[config.mk]
export PLATFORM = sky130hd
export DESIGN_NAME = snn_pool_window_scheduler
export DESIGN_NICKNAME = d
export VERILOG_FILES = /design/src/rtl/snn_pool_window_scheduler.sv
export SDC_FILE = /design/constraint.sdc
export NUM_CORES = 1
export LEC_CHECK = 0
export BUFFER_PORTS_ARGS = -buffer_cell sky130_fd_sc_hd__buf_2
export CAP_MARGIN = 30
export CORE_ASPECT_RATIO = 0.75
export CORE_UTILIZATION = 52
export CTS_CLUSTER_SIZE = 24
export DETAILED_ROUTE_END_ITERATION = 16
export GPL_TIMING_DRIVEN = 0
export MAX_ROUTING_LAYER = met4
export PLACE_DENSITY = 0.86
export SLEW_MARGIN = 40
export SYNTH_ARGS = -nofsm -noshare
export SYNTH_HDL_FRONTEND = slang
export SYNTH_SLANG_ARGS = --single-unit
export TNS_END_PERCENT = 5
[constraint.sdc]
create_clock -name clk -period 4.1 [get_ports clk]
set_input_delay 0.41 -clock clk [delete_from_list [all_inputs] [get_ports clk]]
set_output_delay 0.41 -clock clk [all_outputs]
set_load 0.02 [all_outputs]
[src/rtl/snn_pool_window_scheduler.sv]
// Window scheduler for the SNN max-pool layer: round-robin spike merge,
// window timing, drain, and pool output-scan handshake.
module snn_pool_window_scheduler #(
  parameter int NUM_SOURCES  = 4,
  parameter int TIME_WIDTH   = 16,
  parameter int SCAN_TIMEOUT = 4096
) (
  input  logic                      clk,
  input  logic                      reset_n,
  input  logic                      enable,
  input  logic [48*NUM_SOURCES-1:0] s_axis_tdata,
  input  logic [NUM_SOURCES-1:0]    s_axis_tvalid,
  output logic [NUM_SOURCES-1:0]    s_axis_tready,
  input  logic [NUM_SOURCES-1:0]    s_axis_tlast,
  output logic [47:0]               m_axis_tdata,
  output logic                      m_axis_tvalid,
  input  logic                      m_axis_tready,
  output logic                      m_axis_tlast,
  input  logic [TIME_WIDTH-1:0]     window_cycles,
  output logic                      pool_scan_start,
  input  logic                      pool_scan_done,
  output logic [1:0]                sched_state,
  output logic [31:0]               window_count,
  output logic [31:0]               forwarded_count,
  output logic [31:0]               dropped_count,
  output logic                      timeout_error
);

  localparam int RRW = $clog2(NUM_SOURCES);
  localparam int STW = $clog2(SCAN_TIMEOUT) + 1;

  localparam logic [RRW:0] NSRC =
    (RRW+1)'(NUM_SOURCES);
  localparam logic [STW-1:0] SCAN_LAST =
    STW'(SCAN_TIMEOUT - 1);

  localparam logic [1:0] ST_IDLE    = 2'd0;
  localparam logic [1:0] ST_COLLECT = 2'd1;
  localparam logic [1:0] ST_DRAIN   = 2'd2;
  localparam logic [1:0] ST_SCAN    = 2'd3;

  logic [1:0]            r_state;
  logic [TIME_WIDTH-1:0] r_timer;
  logic [STW-1:0]        r_scan_timer;
  logic [RRW-1:0]        r_rr;
  logic [47:0]           r_m_tdata;
  logic                  r_m_tvalid;
  logic                  r_m_tlast;
  logic                  r_scan_start;
  logic [31:0]           r_win_cnt;
  logic [31:0]           r_fwd_cnt;
  logic [31:0]           r_drop_cnt;
  logic                  r_timeout;

  logic                  w_out_ready;
  logic                  w_any;
  logic [RRW-1:0]        w_grant;
  logic [RRW-1:0]        w_rr_next;
  logic                  w_hs;
  logic                  w_keep;
  logic [47:0]           w_sel_data;
  logic                  w_sel_last;
  logic [NUM_SOURCES-1:0] w_tready;
  logic [TIME_WIDTH-1:0] w_limit;
  logic                  w_win_end;
  logic                  w_done_ok;
  logic                  w_scan_hit;
  logic                  w_scan_fin;
  logic                  w_scan_to;
  logic [1:0]            w_after_scan;

  assign w_out_ready = !r_m_tvalid || m_axis_tready;

  // Circular priority search starting at the rr pointer
  always_comb begin
    logic [RRW:0] w_sum;
    w_any   = 1'b0;
    w_grant = '0;
    w_sum   = '0;
    for (int k = 0; k < NUM_SOURCES; k++) begin
      w_sum = {1'b0, r_rr} + (RRW+1)'(k);
      if (w_sum >= NSRC) w_sum = w_sum - NSRC;
      if (!w_any && s_axis_tvalid[w_sum[RRW-1:0]]) begin
        w_any   = 1'b1;
        w_grant = w_sum[RRW-1:0];
      end
    end
  end

  always_comb begin
    logic [RRW:0] w_nxt;
    w_nxt = {1'b0, w_grant} + (RRW+1)'(1);
    if (w_nxt >= NSRC) w_nxt = '0;
    w_rr_next = w_nxt[RRW-1:0];
  end

  assign w_hs = (r_state == ST_COLLECT) &&
                w_out_ready && w_any;

  always_comb begin
    w_sel_data = '0;
    w_sel_last = 1'b0;
    w_tready   = '0;
    for (int i = 0; i < NUM_SOURCES; i++) begin
      if (w_grant == RRW'(i)) begin
        w_sel_data  = s_axis_tdata[i*48 +: 48];
        w_sel_last  = s_axis_tlast[i];
        w_tready[i] = w_hs;
      end
    end
  end

  assign w_keep = (w_sel_data[7:0] != 8'h00);

  assign w_limit = (window_cycles == '0) ? '0 :
                   window_cycles - TIME_WIDTH'(1);

  // >= so a shrinking window ends at once instead of wrapping
  assign w_win_end = !enable || (r_timer >= w_limit);

  // done is ignored while the start pulse itself is high
  assign w_done_ok  = !r_scan_start && pool_scan_done;
  assign w_scan_hit = (r_scan_timer == SCAN_LAST);
  assign w_scan_fin = w_done_ok || w_scan_hit;
  assign w_scan_to  = w_scan_hit && !w_done_ok;

  assign w_after_scan = enable ? ST_COLLECT : ST_IDLE;

  always_ff @(posedge clk) begin
    if (!reset_n) begin
      r_m_tdata  <= '0;
      r_m_tvalid <= 1'b0;
      r_m_tlast  <= 1'b0;
      r_rr       <= '0;
      r_fwd_cnt  <= '0;
      r_drop_cnt <= '0;
    end else begin
      if (w_hs) r_rr <= w_rr_next;
      if (w_hs && w_keep) begin
        r_m_tdata  <= w_sel_data;
        r_m_tlast  <= w_sel_last;
        r_m_tvalid <= 1'b1;
        r_fwd_cnt  <= r_fwd_cnt + 32'd1;
      end else if (m_axis_tready) begin
        r_m_tvalid <= 1'b0;
      end
      if (w_hs && !w_keep)
        r_drop_cnt <= r_drop_cnt + 32'd1;
    end
  end

  always_ff @(posedge clk) begin
    if (!reset_n) begin
      r_state      <= ST_IDLE;
      r_timer      <= '0;
      r_scan_timer <= '0;
      r_scan_start <= 1'b0;
      r_win_cnt    <= '0;
      r_timeout    <= 1'b0;
    end else begin
      r_scan_start <= 1'b0;
      case (r_state)
        ST_IDLE: begin
          if (enable) begin
            r_state <= ST_COLLECT;
            r_timer <= '0;
          end
        end
        ST_COLLECT: begin
          r_timer <= r_timer + TIME_WIDTH'(1);
          if (w_win_end) r_state <= ST_DRAIN;
        end
        ST_DRAIN: begin
          if (w_out_ready) begin
            r_scan_start <= 1'b1;
            r_scan_timer <= '0;
            r_state      <= ST_SCAN;
          end
        end
        ST_SCAN: begin
          if (w_scan_fin) begin
            r_win_cnt <= r_win_cnt + 32'd1;
            r_state   <= w_after_scan;
            r_timer   <= '0;
            if (w_scan_to) r_timeout <= 1'b1;
          end else begin
            r_scan_timer <= r_scan_timer + STW'(1);
          end
        end
        default: r_state <= ST_IDLE;
      endcase
    end
  end

  assign s_axis_tready   = w_tready;
  assign m_axis_tdata    = r_m_tdata;
  assign m_axis_tvalid   = r_m_tvalid;
  assign m_axis_tlast    = r_m_tlast;
  assign pool_scan_start = r_scan_start;
  assign sched_state     = r_state;
  assign window_count    = r_win_cnt;
  assign forwarded_count = r_fwd_cnt;
  assign dropped_count   = r_drop_cnt;
  assign timeout_error   = r_timeout;

endmodule
# Yosys cells after proc, flatten, opt, wreduce, memory -nomap -nowiden
# Cells that the tools add are included.
# W data, S select, Z words.
# op_classes
n_eq_ne,12
addsub,14
n_mux,49
order_cmp,10
reduce_logical,33
# ops
op,n
$mux W48,4
$add A32 B1 Y32 const B,3
$mux W16,3
$pmux W16 S3,1
$mux W13,2
$mux W2,13
$pmux W13 S2,1
$mux W1,20
$add A16 B1 Y16 const B,1
$ge A16 B16 Y1,1
$logic_not A16 Y1,1
$sub A16 B1 Y16 const B,1
$add A13 B1 Y13 const B,1
$eq A13 B12 Y1 const B,1
$ge A3 B3 Y1 const B,4
$lt A2 B3 Y1 const B,4
$ne A2 B2 Y1 const B,5
$logic_and A1 B1 Y1,9
$reduce_and A3 Y1,3
$bmux W1 S2,4
$eq A2 B2 Y1 const B,4
$logic_not A1 Y1,8
$pmux W2 S4,1
$reduce_bool A8 Y1,1
other kinds (11),22
# word_totals
inputBits,221
out_inout_bits,154
elab_cells,130
regBits,181

# Longest topological paths before layout
# Gate-level depths: netlist of run 1.
# depth
ltp_word,22
ltp_mapped,17
mapped_depth_nobuf,14

# Worst setup path before layout of run 1
# OpenSTA, ideal clock, no wires.
# synth_path
path_type,input to register
start,in window_cycles[9]
end,"reg r_state[0], in the netlist sched_state[0]"
n_path_buf,1
slack_ns,0.656
arrival_time_ns,3.349
t_required_ns,4.005
setup_time_ns,0.095
cell_stages,13
path_cell_list,or4_4 or3_4 or4_4 nand2b_4 buf_6 nand2_1 ha_1 a21o_1 a21oi_1 nor2_1 nor4b_1 a21oi_1 a221oi_1
# synth_between
elab_chain_cells,6
elab_cells_between_ends,7
classes_between,add/sub (1); order compare (1); eq/ne (1); mux (1); reduce/logical (3)
# synth_rtl
item,line,rtl
from (decl),19,"input logic [TIME_WIDTH-1:0] window_cycles,"
$sub A16 B1 Y16 or $logic_not A16 Y1 (tied branches),"116, 115",
$mux W16 (*),115,assign w_limit = (window_cycles == '0) ? '0 :
$ge A16 B16 Y1 (*),119,assign w_win_end = !enable || (r_timer >= w_limit);
$logic_or A1 B1 Y1 (*),119,
$ne A2 B2 Y1 (no source line) (*),-,
$reduce_and A4 Y1 (no source line) (*),-,
to (signal assigned),183,r_state <= w_after_scan;
to (decl),42,logic [1:0] r_state;
# Mark *: on every way between the ends. The rest lies on a longest branch, timed or not.
# A chain may end at the register's enable or synchronous reset.

# Worst setup path after layout of run 1
# layout_path
start,reg r_rr[0]
end,"reg r_drop_cnt[19], in the netlist dropped_count[19]"
# layout_between
elab_chain_cells,22
elab_cells_between_ends,49
classes_between,add/sub (7); order compare (4); eq/ne (3); mux (24); reduce/logical (11)
# layout_rtl
item,line,rtl
from (decl),45,logic [RRW-1:0] r_rr;
from (signal assigned),138,if (w_hs) r_rr <= w_rr_next;
branches (longest 21 deep; another with $add A2 B1 Y3),-,
$logic_and A1 B1 Y1 (*),147,if (w_hs && !w_keep)
to (signal assigned),148,r_drop_cnt <= r_drop_cnt + 32'd1;
to (decl),52,logic [31:0] r_drop_cnt;
# Every way passes the cells marked *. The select of a mux whose other input is x is not followed.

==> impl_metrics.tcl, run 1 <==
set metrics [dict create \
    n_fill_cell 1961 \
    tns_ns 0 \
    drc 0 \
    synth-xor-area-share 0.0451 \
    synth_edf_count 0 \
    dr.pass1.iters 6 \
    numCtsBuffers 17 \
    required_ns 4.41 \
    cts_tree "built" \
    finalNonFillerCells 2214 \
    route.met2.wl_mm 19.4 \
    initial_utilization 0.529 \
    final_max_slew_viol_count 0 \
    die_h_microns 132 \
    cts_num_sinks 181 \
    antenna_found_initial 9 \
    worstSkewPairLatency_ns 0.44 \
    synth-adder-area-share 0.0333 \
    arrival_ns 4.21 \
    drv_cap 0 \
    crit_path_end "dropped_count[19]" \
    final.setup.worst_slack_ns 0.202 \
    antenna_left 0 \
    synth_nets 1758 \
    hold_viol 0 \
    multi_input_area_sq_um 7140 \
    hp-class "input port to flip-flop" \
    rsz0062_at_grt "false" \
    rows 47 \
    fin_crit_sh 0.951 \
    num_io_pins 375 \
    grt-ovfl-total 0 \
    synth-seq-area-share 0.311 \
    vias 13680 \
    r2r-end "dropped_count[19]" \
    wl_met1_mm 19.8 \
    power_frac_clock 0.212 \
    synth_compound_area_frac 0.237 \
    power_frac_seq 0.281 \
    grt_usage 0.390 \
    r2r_slack_ns 0.20 \
    layout-drive-gt1-share 0.245 \
    power.switching_w 0.00373 \
    yosysUniqueCellTypes 73 \
    fin_nets 2150 \
    p_leak_nw 6.28 \
    cellInternalPower_w 0.00426 \
    cp-start-kind "flip-flop" \
    tightest_slew_ns 0.861 \
    clk_pin_slew_worst_paths_ns 0.08 \
    dp.cells 2174 \
    worstReg2RegStart "r_rr[0]" \
    finClkSkew_ns 0.0118 \
    fmax_ghz 0.257 \
    area_growth_pct 24.6 \
    relSlewSlack 0.426 \
    yosys.area_share.simple 0.274 \
    crit_path_end_kind "flip-flop" \
    die_w_microns 175 \
    whs_ns 0.306 \
    power.density_nw_per_um2 549 \
    gp_congestion 0.996 \
    pwr-share-comb 0.506 \
    fin_crit_ns 3.90 \
    routedWlPerCell_microns 20.3 \
    path_max_fanout 19 \
    wl_met3_mm 4.41 \
    synth_top_family_by_area "simple AND/OR/NAND/NOR gates" \
    cts_buffer_depth 2 \
    synthFlopType "dfxtp_1" \
    top_layer "met4" \
    pre_cts_slack_ns 0.0332 \
    stdcell_area_sq_um 14500 \
    syn_avg_cell_area_sq_um 7.74 \
    synthesis.area_sq_um 11700 \
    grt_pass1_wl_mm 68.8 \
    ys_warn_count 0 \
    seq_area_sq_um 3620 \
    clock-root-buffer "clkbuf_16" \
    via_per_inst 6.18 \
    worstSetupStartpoint "r_rr[0]" \
    crit_type "flip-flop to flip-flop" \
    grt_pass1_vias 12618 \
    swShare 0.467 \
    cts_max_level 4 \
    grt_max_degree 20 \
    status "complete, no violations" \
    drtIter0Drc 1508 \
    core-area_sq_um 22100 \
    r2r_cells 13 \
    ys_async_sr_fraction 0 \
    peakVddDrop_mv 0.340 \
    synth_cells 1506 \
    setup_violations 0 \
    synthMuxAreaShare 0.0232 \
    port_buffers 374 \
    dpl-instance-area_sq_um 13900 \
    finalWirelength_mm 44.9 \
    post_cts_buffers 0 \
    hpwlAfterDp_mm 34.8 \
    dieArea_sq_um 23000 \
    synth_seq_cells 181 \
]
## Yosys cell counts, types with 25 or more instances
| cell type | count | share of area |
|---|---|---|
| nand2_1 | 149 | 0.048 |
| xor2_1 | 38 | 0.029 |
| nand3_1 | 55 | 0.024 |
| nand3b_1 | 48 | 0.031 |
| o221ai_1 | 41 | 0.031 |
| clkbuf_1 | 66 | 0.021 |
| nand4_1 | 37 | 0.020 |
| nand2b_1 | 45 | 0.024 |
| o41ai_1 | 25 | 0.019 |
| dfxtp_1 | 181 | 0.31 |
| nor2_1 | 120 | 0.039 |
| a21oi_1 | 131 | 0.056 |
| ha_1 | 31 | 0.033 |
| mux2i_1 | 27 | 0.023 |
| inv_1 | 113 | 0.036 |
| buf_2 | 28 | 0.012 |
| and3_1 | 30 | 0.016 |
| o21a_1 | 40 | 0.026 |
| a221oi_1 | 43 | 0.032 |
## worst min-delay path by stage
| stage | start | endpoint | slack [ns] | cells after the start |
|---|---|---|---|---|
| 5_1_grt | s_axis_tdata[160] | m_axis_tdata[16] | 0.32 | 3 |
| 3_3_place_gp | timeout_error | timeout_error | 0.46 | 2 |
| 2_1_floorplan | r_scan_timer[12] | r_scan_timer[12] | 0.45 | 1 |
| 6_report | s_axis_tdata[160] | m_axis_tdata[16] | 0.31 | 3 |
| 3_5_place_dp | forwarded_count[31] | forwarded_count[31] | 0.46 | 2 |
| 4_1_cts | s_axis_tdata[160] | m_axis_tdata[16] | 0.30 | 3 |
## layout make-up
class | count | area share
Multi-Input combinational cell | 1102 | 0.491
Sequential cell | 181 | 0.249
Timing Repair Buffer | 374 | 0.129
Buffer | 109 | 0.0327
Clock buffer | 17 | 0.0293
Inverter | 113 | 0.0292
Tap cell | 294 | 0.0253
Clock inverter | 15 | 0.0130
Antenna cell | 9 | 0.00155
## cells in the final DEF (no fill, tap or decap), drive strengths merged, types with 39 or more instances in the layout
cell    instances
buf           417
dfxtp         181
nand2         152
a21oi         131
nor2          121
inv           118
clkbuf         83
nand3          55
nand3b         48
nand2b         46
a221oi         44
o221ai         42
o21a           40
nand4          39
## metal layers
metal	vias to the layer above	track usage
met1	6475	0.552
met4	0	0.137
met3	106	0.0573
li1	6281	-
met2	818	0.561
met5	-	-
## metrics by stage
step,power [W],util
6_report,0.00798,0.659
5_1_grt,0.00838,0.659
4_1_cts,0.00787,0.658
3_5_place_dp,0.00620,0.630
3_3_place_gp,0.00608,0.630
2_1_floorplan,0.00489,-
## kinds of logic after synthesis
logic type,after synthesis
buf+inv,223
fa+ha+maj,31
flops,181
xor+xnor,60
mux,27
simple gates,599
compound gates,385
## critical path, stage by stage, from the launching register on
cell and delay, ns:
dfxtp_1 0.41, nor2_1 0.09, a21oi_1 0.12, nor2_1 0.05, a221oi_1 0.27, and2_1 0.24
ha_1 0.32, buf_2 0.30, buf_2 0.44, o31a_1 0.27, nand4_1 0.41, clkbuf_1 0.35
o311ai_0 0.37, o41ai_1 0.14
## sequential cells by signal, indices dropped and copies added, names as in the netlist
signal	count
r_scan_timer	13
pool_scan_start	1
r_timer	16
m_axis_tvalid	1
sched_state	2
r_rr	2
dropped_count	32
forwarded_count	32
timeout_error	1
m_axis_tlast	1
window_count	32
m_axis_tdata	48
## power by group through the flow
stage / clock (W) / combinational [W] / sequential [W]
after floorplan: 0 / 0.00235 / 0.00254
after global placement: 0 / 0.00382 / 0.00226
after detailed placement: 0 / 0.00392 / 0.00227
after CTS: 0.00169 / 0.00394 / 0.00223
after global routing: 0.00178 / 0.00433 / 0.00227
final: 0.00169 / 0.00404 / 0.00225
## what timing repair did
action | 4_1_cts | 5_1_grt
gates resized for setup | 1 | 0
hold buffers | 0 | 0
endpoints found under the setup margin | 1 | 0
hold endpoints to repair | 0 | 0
Note: power is estimated with default switching activity, not from simulation.
==> run 2: changes to the inputs <==
Settings changed: PLACE_DENSITY 0.86 to 0.81.
==> impl_metrics.tcl, run 2 (synthesis gave the netlist of run 1 again) <==
set metrics [dict create \
    power.density_nw_per_um2 545 \
    n_fill_cell 1971 \
    cts_num_sinks 181 \
    dieArea_sq_um 23000 \
    multi_input_area_sq_um 7140 \
    grt_max_degree 20 \
    numCtsBuffers 17 \
    arrival_ns 3.40 \
    largest_reg_flops 48 \
    setup_violations 0 \
    path_max_fanout 19 \
    dr.pass1.iters 8 \
    status "complete, no violations" \
    tightest_slew_ns 0.871 \
    seq_area_sq_um 3620 \
    peakVddDrop_mv 0.333 \
    rows 47 \
    layout_commonest_cell "buf_2" \
    grt-ovfl-total 0 \
    fin_nets 2152 \
    worstSkewPairLatency_ns 0.44 \
    clock-root-buffer "clkbuf_16" \
    cts_max_level 4 \
    drc 0 \
    port_buffers 374 \
    cp-start-kind "flip-flop" \
    clk_pin_slew_worst_paths_ns 0.08 \
    antenna_left 0 \
    finalWirelength_mm 45.5 \
    cts_buffer_depth 2 \
    drv_cap 0 \
    grt_usage 0.395 \
    rsz0062_at_grt "false" \
    core-area_sq_um 22100 \
    final_max_slew_viol_count 0 \
    layout-drive-gt1-share 0.246 \
    die_h_microns 132 \
    die_w_microns 175 \
    area_growth_pct 24.5 \
    tns_ns 0 \
    grt_pass1_vias 12777 \
    hold_buffers 0 \
    final_cell_mix "402 x buf_2, 181 x dfxtp_1, 149 x nand2_1, 131 x a21oi_1, 120 x nor2_1" \
    antenna_found_initial 9 \
    initial_utilization 0.529 \
    p_leak_nw 6.26 \
    grt_pass1_wl_mm 69.8 \
    fin_crit_sh 0.928 \
    routedWlPerCell_microns 20.5 \
    num_io_pins 375 \
    hp-class "input port to flip-flop" \
    hpwlAfterDp_mm 35.3 \
    hold_viol 0 \
    fmax_ghz 0.263 \
    required_ns 3.69 \
    crit_type "flip-flop to primary output" \
    cts_tree "built" \
    gp_congestion 1.02 \
    via_per_inst 6.25 \
    vias 13854 \
    fin_crit_ns 3.81 \
    finClkSkew_ns 0.0141 \
    crit_path_end_kind "primary output" \
    drtIter0Drc 1535 \
    relSlewSlack 0.420 \
    whs_ns 0.346 \
]
==> run 2: routing by layer <==
| layer | vias up | GRT usage | share of wire |
|---|---|---|---|
| met5 | - | - | 0 |
| met4 | 0 | 0.149 | 0.036 |
| met3 | 136 | 0.0802 | 0.10 |
| met2 | 812 | 0.581 | 0.43 |
| met1 | 6620 | 0.533 | 0.42 |
| li1 | 6286 | - | - |
==> run 2: what timing repair did <==
action | in CTS | in global routing
endpoints found under the hold margin | 0 | 0
gates resized for setup | 1 | 0
endpoints found under the setup margin | 1 | 3
setup buffers | 0 | 2
pin swaps | 0 | 1
gates cloned | 0 | 0
==> run 2: area by class of cell <==
class	instances	share of cell area
multi-input cells	1102	0.492
clock buffers	18	0.0303
diodes	11	0.00190
inverters	113	0.0292
repair buffers	376	0.130
plain buffers	109	0.0328
flip-flops and latches	181	0.250
well taps	294	0.0253
clock inverters	14	0.00939
==> run 2: final timing paths <==
kind | start | endpoint | slack (ns) | depth (start not counted)
min reg2reg | m_axis_tdata[4] | m_axis_tdata[4] | 0.47 | 2
max reg2reg | r_rr[0] | forwarded_count[17] | 0.35 | 15
min | s_axis_tdata[169] | m_axis_tdata[25] | 0.35 | 4
max | r_rr[0] | s_axis_tready[3] | 0.29 | 11
==> run 2: power by group <==
group | total (W) | switching, W | internal, W
sequential | 0.00224 | 0.000219 | 0.00202
clock | 0.00162 | 0.000793 | 0.000822
combinational | 0.00405 | 0.00270 | 0.00135
total | 0.00791 | 0.00371 | 0.00420
==> run 2: stage by stage <==
step                 util  area (sq um)  total power [W]  instances  setup slack (ns)
global placement    0.630         13900          0.00609       2174            0.0895
finish              0.658         14500          0.00791       2218             0.294
global route        0.658         14500          0.00831       2216             0.110
CTS                 0.656         14500          0.00781       2205             0.361
floorplan               -         11700          0.00489       1506             0.656
detailed placement  0.630         13900          0.00620       2174            0.0936
==> run 2: critical path: stages, from the launching register on <==
cell and delay, ns:
dfxtp_1 0.40, nor2_1 0.08, a21oi_1 0.12, nor2_1 0.05, a221oi_1 0.28, and2_1 0.24
ha_1 0.31, buf_2 0.29, buf_2 0.42, clkbuf_2 0.37, and2_1 0.22, buf_2 0.18
